### src/rtl/mips_instr_encoder.sv
// Packs symbolic MIPS instructions into 32-bit words and queues them with their byte addresses.
// Optional macro MIPS_DELAY_SLOT_EN appends a NOP delay-slot word after every BEQ, BNE and J.
module mips_instr_encoder #(
    parameter int DEPTH     = 4,
    parameter int ADDR_W    = 16,
    parameter int BASE_ADDR = 0
) (
    input  logic              clk,
    input  logic              rst_n,
    input  logic              start,
    input  logic              in_valid,
    output logic              in_ready,
    input  logic              in_last,
    input  logic [3:0]        op_sel,
    input  logic [4:0]        rs,
    input  logic [4:0]        rt,
    input  logic [4:0]        rd,
    input  logic [15:0]       imm,
    input  logic [25:0]       target,
    output logic              out_valid,
    input  logic              out_ready,
    output logic [31:0]       out_word,
    output logic [ADDR_W-1:0] out_addr,
    output logic [ADDR_W-1:0] word_count,
    output logic              err_sticky,
    output logic              done
);
    localparam int PTR_W = (DEPTH > 1) ? $clog2(DEPTH) : 1;
    localparam int CNT_W = PTR_W + 1;
`ifdef MIPS_DELAY_SLOT_EN
    localparam int NEED = 2;
`else
    localparam int NEED = 1;
`endif
    localparam logic [1:0] ST_IDLE  = 2'd0;
    localparam logic [1:0] ST_RUN   = 2'd1;
    localparam logic [1:0] ST_DRAIN = 2'd2;
    localparam logic [ADDR_W-1:0] BASE = ADDR_W'(BASE_ADDR);

    // Returns {legal, word}; illegal selects yield legal=0.
    function automatic logic [32:0] encode(input logic [3:0] f_op, input logic [4:0] f_rs,
                                           input logic [4:0] f_rt, input logic [4:0] f_rd,
                                           input logic [15:0] f_imm, input logic [25:0] f_tgt);
        logic [32:0] r;
        case (f_op)
            4'd0:    r = {1'b1, 6'h00, f_rs, f_rt, f_rd, 5'd0, 6'h20};
            4'd1:    r = {1'b1, 6'h00, f_rs, f_rt, f_rd, 5'd0, 6'h22};
            4'd2:    r = {1'b1, 6'h00, f_rs, f_rt, f_rd, 5'd0, 6'h24};
            4'd3:    r = {1'b1, 6'h00, f_rs, f_rt, f_rd, 5'd0, 6'h25};
            4'd4:    r = {1'b1, 6'h00, f_rs, f_rt, f_rd, 5'd0, 6'h2A};
            4'd5:    r = {1'b1, 6'h08, f_rs, f_rt, f_imm};
            4'd6:    r = {1'b1, 6'h0C, f_rs, f_rt, f_imm};
            4'd7:    r = {1'b1, 6'h23, f_rs, f_rt, f_imm};
            4'd8:    r = {1'b1, 6'h2B, f_rs, f_rt, f_imm};
            4'd9:    r = {1'b1, 6'h04, f_rs, f_rt, f_imm};
            4'd10:   r = {1'b1, 6'h05, f_rs, f_rt, f_imm};
            4'd11:   r = {1'b1, 6'h02, f_tgt};
            default: r = '0;
        endcase
        return r;
    endfunction

    logic [1:0]        state_q, state_d;
    logic [PTR_W-1:0]  wr_ptr_q, rd_ptr_q;
    logic [CNT_W-1:0]  count_q, count_d, free_w;
    logic [ADDR_W-1:0] addr_q, addr_d, wcnt_q, wcnt_d;
    logic              err_q, err_d, done_q, done_d;
    logic [31:0]       last_word_q;
    logic [ADDR_W-1:0] last_addr_q;
    logic [31:0]       mem_word_q [DEPTH];
    logic [ADDR_W-1:0] mem_addr_q [DEPTH];

    logic [32:0] enc_w;
    logic        accept_w, push_w, slot_w, pop_w;
    logic [1:0]  n_push_w;

    assign enc_w    = encode(op_sel, rs, rt, rd, imm, target);
    assign accept_w = in_valid & in_ready;
    assign push_w   = accept_w & enc_w[32];
`ifdef MIPS_DELAY_SLOT_EN
    assign slot_w   = push_w & ((op_sel == 4'd9) | (op_sel == 4'd10) | (op_sel == 4'd11));
`else
    assign slot_w   = 1'b0;
`endif
    assign n_push_w = push_w ? (slot_w ? 2'd2 : 2'd1) : 2'd0;
    assign pop_w    = out_valid & out_ready;
    assign free_w   = CNT_W'(DEPTH) - count_q;
    assign count_d  = count_q + CNT_W'(n_push_w) - CNT_W'(pop_w);

    assign in_ready   = (state_q == ST_RUN) && (free_w >= CNT_W'(NEED));
    assign out_valid  = (count_q != '0);
    assign out_word   = out_valid ? mem_word_q[rd_ptr_q] : last_word_q;
    assign out_addr   = out_valid ? mem_addr_q[rd_ptr_q] : last_addr_q;
    assign word_count = wcnt_q;
    assign err_sticky = err_q;
    assign done       = done_q;

    always_comb begin
        state_d = state_q;
        addr_d  = addr_q;
        wcnt_d  = wcnt_q;
        err_d   = err_q;
        done_d  = 1'b0;
        case (state_q)
            ST_IDLE: begin
                if (start) begin
                    state_d = ST_RUN;
                    addr_d  = BASE;
                    wcnt_d  = '0;
                    err_d   = 1'b0;
                end
            end
            ST_RUN: begin
                if (push_w) begin
                    addr_d = addr_q + (slot_w ? ADDR_W'(8) : ADDR_W'(4));
                    wcnt_d = wcnt_q + ADDR_W'(n_push_w);
                end
                if (accept_w && !enc_w[32]) err_d = 1'b1;
                if (accept_w && in_last) state_d = ST_DRAIN;
            end
            ST_DRAIN: begin
                if (count_q == '0) begin
                    done_d  = 1'b1;
                    state_d = ST_IDLE;
                end
            end
            default: state_d = ST_IDLE;
        endcase
    end

    always_ff @(posedge clk or negedge rst_n) begin
        if (!rst_n) begin
            state_q     <= ST_IDLE;
            wr_ptr_q    <= '0;
            rd_ptr_q    <= '0;
            count_q     <= '0;
            addr_q      <= BASE;
            wcnt_q      <= '0;
            err_q       <= 1'b0;
            done_q      <= 1'b0;
            last_word_q <= '0;
            last_addr_q <= '0;
        end else begin
            state_q  <= state_d;
            wr_ptr_q <= wr_ptr_q + PTR_W'(n_push_w);
            rd_ptr_q <= rd_ptr_q + PTR_W'(pop_w);
            count_q  <= count_d;
            addr_q   <= addr_d;
            wcnt_q   <= wcnt_d;
            err_q    <= err_d;
            done_q   <= done_d;
            // Keep the last popped entry so the outputs hold once the FIFO empties.
            if (pop_w) begin
                last_word_q <= mem_word_q[rd_ptr_q];
                last_addr_q <= mem_addr_q[rd_ptr_q];
            end
        end
    end

    always_ff @(posedge clk) begin
        if (push_w) begin
            mem_word_q[wr_ptr_q] <= enc_w[31:0];
            mem_addr_q[wr_ptr_q] <= addr_q;
        end
        if (slot_w) begin
            mem_word_q[wr_ptr_q + PTR_W'(1)] <= '0;
            mem_addr_q[wr_ptr_q + PTR_W'(1)] <= addr_q + ADDR_W'(4);
        end
    end
endmodule
### config.mk
export PLATFORM = sky130hd
export DESIGN_NAME = mips_instr_encoder
export DESIGN_NICKNAME = d
export VERILOG_FILES = /design/src/rtl/mips_instr_encoder.sv
export SDC_FILE = /design/constraint.sdc
export NUM_CORES = 1
export LEC_CHECK = 0
export BUFFER_PORTS_ARGS = -buffer_cell sky130_fd_sc_hd__buf_2
export CORE_MARGIN = 2
export CORE_UTILIZATION = 40
export DETAILED_ROUTE_END_ITERATION = 12
export PLACE_DENSITY = 0.62
export REMOVE_ABC_BUFFERS = 1
export SYNTH_ARGS = -nofsm -noshare
export SYNTH_HDL_FRONTEND = slang
export SYNTH_SLANG_ARGS = --single-unit
export TNS_END_PERCENT = 1
### constraint.sdc
create_clock -name clk -period 16.6 [get_ports clk]
set_input_delay 0.83 -clock clk [delete_from_list [all_inputs] [get_ports clk]]
set_output_delay 0.83 -clock clk [all_outputs]
set_load 0.02 [all_outputs]
### Yosys cells after proc, flatten, opt, wreduce, memory -nomap -nowiden

Memory sizes are Yosys's and may differ from the RTL's.
Index checks and enable logic that the tools add are counted.
W data, S select, Z words.

| cells by class | value |
|---|---|
| reduce and logical (&&, ||, !) cells | 12 |
| mux-type cells | 20 |
| $add $sub $neg | 7 |
| eq/ne operators | 18 |
| bitwise operators | 3 |
| order comparisons | 1 |

Operators by type and width:

| cell | number |
|---|---|
| $pmux W33 S12 | 1 |
| $mux W16 | 4 |
| $pmux W16 S2 | 2 |
| $mux W32 | 1 |
| $add A16 B1 Y16 | 1 |
| $add A16 B3 Y16 const B | 1 |
| $eq A4 B3 Y1 const B | 4 |
| $eq A4 B4 Y1 const B | 4 |
| $reduce_and A3 Y1 | 3 |
| $eq A4 B2 Y1 const B | 2 |
| $mux W1 | 7 |
| $mux W2 | 3 |
| $ne A2 B2 Y1 const B | 3 |
| $pmux W2 S3 | 1 |
| $add A2 B1 Y2 | 2 |
| $eq A4 B1 Y1 const B | 1 |
| $logic_not A4 Y1 | 1 |
| $ne A2 B1 Y1 const B | 2 |
| $add A3 B1 Y3 | 1 |
| $and A1 B1 Y1 | 3 |
| $ge A3 B1 Y1 const B | 1 |
| $logic_and A1 B1 Y1 | 3 |
| $logic_not A3 Y1 | 1 |
| $reduce_bool A3 Y1 | 1 |
| other kinds (8) | 8 |

| word-level totals | value |
|---|---|
| output and inout bits | 68 |
| logic and storage cells | 73 |
| bits in registers | 91 |
| bits in writable memories | 192 |
| memories kept | 2 |

Memory list:

| memory | words | width | read ports | clocked after Yosys merged registers in | wr ports | RTL line | RTL |
|---|---|---|---|---|---|---|---|
| mem_word_q | 4 | 32 | 1 | 0 | 1 | 70 | `logic [31:0] mem_word_q [DEPTH];` |
| mem_addr_q | 4 | 16 | 1 | 0 | 1 | 71 | `logic [ADDR_W-1:0] mem_addr_q [DEPTH];` |

### Depth between registers and ports, before layout

Gate-level depths: netlist of run 1.

| logic depth | value |
|---|---|
| word-level depth | 9 |
| mapped depth | 13 |
| depth with buffers taken out | 11 |

### Worst setup path before layout of run 1

No wires, ideal clock.

| timing path | value |
|---|---|
| kind | input port to flip-flop |
| start point | in op_sel[3] |
| end point | mem mem_addr_q[2][10] (enable) |
| data required time | 16,087 ps |
| setup slack | 11,143 ps |
| stages on the path | 5 |
| arrival time | 4,944 ps |
| cell sequence | buf_2 a21boi_2 nand3_2 buf_2 nor3b_1 |

| on the way | value |
|---|---|
| longest elaborated chain between the ends | 5 |

Ends and longest elaborated chain:

| what | RTL line | RTL |
|---|---|---|
| start: declaration | 14 | `input logic [3:0] op_sel,` |
| $eq A4 B4 Y1 (tied with other cells) | 45 | `case (f_op)` |
| $pmux W33 S12 * | 45 |  |
| $and A1 B1 Y1 * | 79 | `assign push_w = accept_w & enc_w[32];` |
| $mux W1 * | 161 | `if (push_w) begin` |
| $mux W1 (implied by the code) * | 163 | `mem_addr_q[wr_ptr_q] <= addr_q;` |
| end: declaration | 71 |  |

Every way passes the cells marked *; elsewhere a longest branch is shown, timed or not.

### Worst setup path after layout of run 1

| timing path | value |
|---|---|
| start point | reg count_q[1] |
| end point | reg wcnt_q[15], in the netlist word_count[15] |

| on the way | value |
|---|---|
| longest elaborated chain between the ends | 9 |

Ends and longest elaborated chain:

| what | RTL line | RTL |
|---|---|---|
| start: declaration | 65 | `logic [CNT_W-1:0] count_q, count_d, free_w;` |
| start signal: assignment | 147 | `count_q <= count_d;` |
| $sub A3 B3 Y3 * | 87 | `assign free_w = CNT_W'(DEPTH) - count_q;` |
| $ge A3 B1 Y1 * | 90 | `assign in_ready = (state_q == ST_RUN) && (free_w >= CNT_W'(NEED));` |
| $logic_and A1 B1 Y1 * | 90 |  |
| $and A1 B1 Y1 * | 78 | `assign accept_w = in_valid & in_ready;` |
| $and A1 B1 Y1 * | 79 |  |
| $mux W1 | 85 | `assign n_push_w = push_w ? (slot_w ? 2'd2 : 2'd1) : 2'd0;` |
| $add A16 B1 Y16 | 116 | `wcnt_d = wcnt_q + ADDR_W'(n_push_w);` |
| $mux W16 | 114 | `if (push_w) begin` |
| $pmux W16 S2 | 104 | `case (state_q)` |
| end signal: assignment | 149 | `wcnt_q <= wcnt_d;` |
| end: declaration | 66 | `logic [ADDR_W-1:0] addr_q, addr_d, wcnt_q, wcnt_d;` |

Every way passes the cells marked *; elsewhere a longest branch is shown, timed or not. The select of a mux whose other input is x is not followed.
A chain may end at the register's enable or synchronous reset.

==> flow_summary.ini, run 1 <==
[setup_path]
path_class = flop to flop
crit_path_top_delay_cell = or4_4
end_kind = flop
crit_required_ns = 17.03
max_stage_delay_ns = 0.55
critPathTopFamily = simple AND/OR/NAND/NOR gates
r2r_slack_ns = 12.87
ff2ff_path_depth = 11
reg2reg_to = word_count[15]
start_kind = flop
path_cells = inv_1 -> ha_1 -> ha_2 -> or4b_1 -> nand3_2 -> clkinv_1 -> ha_1 -> inv_1 -> or4_4 -> or4_1 -> mux2i_1
cp.arrival_ns = 4.16
path_buf_inv = 3
r2r-start = count_q[1]
cp_max_fo = 19

[grt]
grt_max_degree = 65
grt_first_pass_wirelength_um = 40600
grt.total_usage = 0.173
antenna_found_initial = 1
grt_pass1_vias = 7087
grt_overflow = 0

[detailed_routing]
vias = 7037
ant_nets = 0
wl_per_cell_um = 19.4
drc = 0
drt_wl_total_um = 25900
drt-pass1-iter-count = 4
routed_via_density = 5.27
drt_iter0_drc = 534

[sta]
period_needed_ns = 3.73
rsz0062_at_grt = no
clock_skew_ns = 0.0107
slew_violations = 0
max_slew.worst_pin.slew_ns = 1.05
slew_headroom = 0.298
clock.fmax_ghz = 0.268
finalSetupViolations = 0
hold_violations = 0
tns_ns = 0
period_share = 0.225

[die]
dieArea_um2 = 30100
die_x_um = 173
ioPinCount = 135
std_cell_rows = 62
core_um2 = 28500
start_util = 0.403
die_h_um = 173

[job]
maxCapViolations = 0

[clock_tree]
cts_setup_buffers = 0
root_buffer = clkbuf_16
cts_tree = yes
clk_pin_slew_ns = 0.06
cts_resized = 0
cts.sinks = 266
cts_buffers = 28
cts_buffer_depth = 3
htreeDepth = 1
clock_latency_ns = 0.55
cts_hold_buffers = 0

[final_layout]
final_layout_size_suffix_gt1_frac = 0.310
stdcell_count = 1336
fin_nets = 1009
syn_to_final_growth_pct = 17.1
n_fill_cell = 2493
antenna_cells = 0

[synth]
seq_area_frac_synth = 0.658
ys_types = 58
syn_avg_cell_area_um2 = 14.4
synth_warnings = 0
synth_area_um2 = 11500
synth_edf_count = 180
synth.most_common_cell = edfxtp_1
ys_seq_elements = 266
yosys-top-cells-area = edfxtp_1 (47%), dfrtp_1 (19%), mux4_2 (8.8%)
synth_top_area_frac = 0.471
async_flop_share = 0.323
synth_top_cell_by_area = edfxtp_1
synth_commonest_cells = edfxtp_1 (180), nand2_1 (164), dfrtp_1 (86)
synth-main-ff-cell = edfxtp_1
syn-instance-count = 800

[placement]
gp_congestion = 0.777
dp_hpwl_um = 15500
dp.cells = 1285
portBuffers = 131

[power]
p_leak_uw = 0.00523
power_uw = 2290
p_per_area_nw_per_um2 = 171
max-vdd-ir-drop_v = 0.000101

[min_path]
hp-class = primary input to asynchronous set/reset pin

[run_status]
status = completed
## through the flow
step | worst slack (ns) | utilization | hold WS [ns] | cell area (µm²)
after detailed placement | 12.88 | 0.442 | 0.461 | 12600
after CTS | 12.88 | 0.472 | 0.175 | 13400
final | 12.87 | 0.472 | 0.182 | 13400
after global placement | 12.95 | 0.442 | 0.462 | 12600
after floorplan | 11.26 | - | 0.481 | 11300
after global routing | 12.63 | 0.472 | 0.187 | 13400
## worst max path at each step
stage                    start                end  cells after the start
floorplan           count_q[1]  mem_addr_q[2][10]                      6
global placement     op_sel[2]     word_count[15]                      9
detailed placement   op_sel[2]     word_count[15]                      9
CTS                 count_q[1]     word_count[15]                     11
global route        count_q[1]     word_count[15]                     11
finish              count_q[1]     word_count[15]                     11
## worst reg2reg max path, stage by stage (launching register included)
cell	delay (ns)
dfrtp_1	0.41
inv_1	0.12
ha_1	0.16
ha_2	0.26
or4b_1	0.41
nand3_2	0.43
clkinv_1	0.32
ha_1	0.28
inv_1	0.06
or4_4	0.55
or4_1	0.50
mux2i_1	0.13
## cells by family (layout without fill, tap and decap cells)
group | after synthesis | count (layout) | synth area share
AND/OR/NAND/NOR | 256 | 256 | 0.105
XOR/XNOR | 6 | 6 | 0.00458
buffers and inverters | 57 | 207 | 0.0206
adder cells (fa/ha/maj) | 11 | 11 | 0.0126
AO/OA/AOI/OAI | 110 | 110 | 0.0640
flip-flops | 266 | 266 | 0.658
other | 1 | 3 | 0.000327
multiplexers | 93 | 93 | 0.135
## registers in the layout, summed over array words and instances, names as in the netlist
signal	cells
mem_word_q	124
mem_addr_q	56
last_word_q	31
word_count	16
addr_q	14
last_addr_q	14
count_q	3
rd_ptr_q	2
state_q	2
wr_ptr_q	2
done	1
err_sticky	1
## area by class of cell
type	count	area [µm²]	share of cell area
clock buffer	44	781	0.0581
clock inverter	7	83.8	0.00624
inverter	12	45.0	0.00335
multi-input combinational	479	3740	0.278
sequential	266	7560	0.562
tap	384	480	0.0357
timing repair buffer	144	756	0.0562
## placed cells by master (no fill, tap or decap), drive strengths merged, types with 5 or more instances in the layout
cell type / count
edfxtp: 180
nand2: 164
buf: 144
dfrtp: 86
mux4: 45
mux2: 45
clkbuf: 44
o21ai: 25
a21oi: 24
a22o: 18
or4: 15
nor2: 12
o31ai: 11
inv: 11
nand3: 11
ha: 10
a22oi: 9
nand4: 9
or2: 7
nand2b: 6
or3: 6
clkinv: 6
o22ai: 5
nor2b: 5
nor3: 5
## routing by layer
layer | share of wire | GRT usage | up-vias
li1 | - | - | 3287
met3 | 0.052 | 0.0287 | 36
met2 | 0.47 | 0.285 | 202
met5 | 0.00050 | 0 | -
met4 | 0.020 | 0.0381 | 2
met1 | 0.46 | 0.244 | 3510
## where the power goes
part / internal (µW) / switching [µW] / leakage (µW)
Combinational: 322 / 441 / 0.00209
Sequential: 840 / 106 / 0.00274
Clock: 338 / 246 / 0.000410
Note: power is estimated with default switching activity, not from simulation.
==> run 2, diff against run 1 <==
--- a/config.mk
+++ b/config.mk
@@ -5,11 +5,12 @@
 export SDC_FILE = /design/constraint.sdc
 export NUM_CORES = 1
 export LEC_CHECK = 0
+export ABC_AREA = 1
 export BUFFER_PORTS_ARGS = -buffer_cell sky130_fd_sc_hd__buf_2
 export CORE_MARGIN = 2
 export CORE_UTILIZATION = 40
 export DETAILED_ROUTE_END_ITERATION = 12
-export PLACE_DENSITY = 0.62
+export PLACE_DENSITY = 0.64
 export REMOVE_ABC_BUFFERS = 1
 export SYNTH_ARGS = -nofsm -noshare
 export SYNTH_HDL_FRONTEND = slang
==> constraint.sdc (replaced) <==
create_clock -name clk -period 3.2 [get_ports clk]
set_input_delay 0.16 -clock clk [delete_from_list [all_inputs] [get_ports clk]]
set_output_delay 0.16 -clock clk [all_outputs]
set_load 0.02 [all_outputs]
==> run 2 against run 1 <==
Via count up 19%. Sequential power grew to 4.9 times the previous value. Area after synthesis rose by 2.1%. Clock-buffer cell count unchanged. Final cell count up 24%. Critical path type is now flop to output pin. Largest cell class unchanged.
==> flow_summary.ini, run 2 <==
[run_status]
status = completed

[grt]
grt_max_degree = 92
grt.total_usage = 0.174
grt_pass1_vias = 8171
grt_overflow = 0
antenna_found_initial = 0
grt_first_pass_wirelength_um = 42800

[die]
core_um2 = 28800
die_x_um = 175
die_h_um = 175
std_cell_rows = 62
start_util = 0.407
dieArea_um2 = 30700
ioPinCount = 135

[synth]
syn_avg_cell_area_um2 = 10.5
syn-instance-count = 1112
async_flop_share = 0.323
synth_warnings = 0
synth_top_area_frac = 0.461
synth_area_um2 = 11700
synth-main-ff-cell = edfxtp_1
ys_types = 36
yosys-top-cells-area = edfxtp_1 (46%), dfrtp_1 (18%), nand2_1 (7.4%)
synth_top_cell_by_area = edfxtp_1
synth.most_common_cell = nand2_1
seq_area_frac_synth = 0.645
ys_seq_elements = 266
synth_commonest_cells = nand2_1 (230), edfxtp_1 (180), o21ai_0 (129)
synth_edf_count = 180

[setup_path]
cp_max_fo = 91
end_kind = output pin
crit_required_ns = 3.04
start_kind = flop
cp.arrival_ns = 2.79
path_class = flop to output pin

[detailed_routing]
drc = 0
drt_iter0_drc = 509
routed_via_density = 5.06
drt_wl_total_um = 26600
wl_per_cell_um = 16.1
drt-pass1-iter-count = 5
vias = 8374
ant_nets = 0

[sta]
rsz0062_at_grt = no
finalSetupViolations = 0
period_share = 0.921
tns_ns = 0
slew_headroom = 0.352
max_slew.worst_pin.slew_ns = 0.972
period_needed_ns = 2.95
clock.fmax_ghz = 0.339
clock_skew_ns = 0.00902
hold_violations = 0
slew_violations = 0

[power]
combPwrFrac = 0.375
p_leak_uw = 0.00545
p_seq_frac = 0.373
p_per_area_nw_per_um2 = 899
switching_share = 0.378
p_int_uw = 7750
p_switching_uw = 4720
max-vdd-ir-drop_v = 0.000743
clkPwrFrac = 0.252

[clock_tree]
cts_tree = yes
cts_hold_buffers = 22
cts_setup_buffers = 0
clock_latency_ns = 0.53
cts_buffer_depth = 3
cts_resized = 0
cts_buffers = 28
htreeDepth = 1
root_buffer = clkbuf_16
cts.sinks = 266
clk_pin_slew_ns = 0.06

[final_layout]
final_cell_mix = nand2_1 (229), edfxtp_1 (180), buf_2 (130)
n_fill_cell = 2622
stdcell_count = 1655
reg_top3 = mem_word_q x124, mem_addr_q x56, last_word_q x31
final_layout_size_suffix_gt1_frac = 0.172
syn_to_final_growth_pct = 18.4
top_register = mem_word_q
fin_nets = 1327
stdcell_area_um2 = 13900
final_common_cell = nand2_1
post-route-util = 0.482
largest_reg_flops = 124
antenna_cells = 0

[placement]
dp_hpwl_um = 15300
portBuffers = 131
gp_congestion = 0.827
placed_cell_area_um2 = 12700
dp.cells = 1581

[min_path]
hp-class = primary input to flop

[job]
maxCapViolations = 0
## run 2: changes by cell type in the layout (fill, tap and decap cells not counted), moves of 45 or more
cell     previous run  this run
mux4_2             45         0
nor2_1             10       126
o21ai_1             0        86
mux2_2             45         0
nand2_1           164       229
o22a_1              0        45
o21ai_0            24       129
## run 2: critical path, stage by stage (launching register included)
cell and delay (ns):
dfrtp_1 0.41, inv_1 0.12, ha_1 0.21, ha_4 0.15
buf_4 0.73, o21ai_0 0.35, buf_2 0.25
## run 2: worst paths after layout
check	startpoint	to	slack, ns	cells past startpoint
worst max-delay path	count_q[1]	out_word[2]	0.25	6
max in group asynchronous	rst_n	addr_q[14]	2.55	3
min in group asynchronous	rst_n	last_word_q[19]	0.23	3
worst min register to register	last_word_q[4]	last_word_q[4]	0.48	2
worst min-delay path	target[19]	mem_word_q[1][19]	0.01	3
worst max register to register	count_q[1]	count_q[2]	0.43	13
## run 2: per-stage QoR
step           hold slack, ns  setup slack, ns  total power [µW]
2_1_floorplan          -0.136            -2.43              7740
3_3_place_gp            0.255            0.570              9340
3_5_place_dp            0.261            0.399              9420
4_1_cts               0.00103            0.264             12600
5_1_grt                0.0282           0.0629             13300
6_report               0.0122            0.254             12500
## run 2: logic make-up (layout without fill, tap and decap cells)
logic type	Yosys count	after routing	synth area share
other cells	1	3	0.000320
xor+xnor	9	9	0.00673
compound gates	280	280	0.138
fa+ha+maj	11	11	0.0124
simple gates	432	432	0.152
flops	266	266	0.645
buf+inv	113	270	0.0455
## run 2: per-layer routing
| metal | up-vias | routed length (µm) | global-route usage |
|---|---|---|---|
| li1 | 4147 | - | - |
| met2 | 198 | 12600 | 0.296 |
| met4 | 0 | 670 | 0.0483 |
| met1 | 3983 | 12100 | 0.235 |
| met3 | 46 | 1240 | 0.0226 |
| met5 | - | 0 | 0 |
## run 2: power by group through the flow
stage          sequential (µW)  combinational, µW  clock, µW
6_report                  4660               4680       3140
5_1_grt                   4720               5190       3360
4_1_cts                   4660               4750       3210
3_5_place_dp              4720               4700          0
3_3_place_gp              4700               4650          0
2_1_floorplan             4830               2910          0
## run 2: cell type report
type                       instances  area (µm²)  share of cell area
sequential                       266        7560               0.545
multi-input combinational        735        3680               0.265
timing repair buffer             169        1060              0.0765
clock buffer                      44         842              0.0607
tap                              384         480              0.0346
inverter                          49         185              0.0133
clock inverter                     8        70.1             0.00505
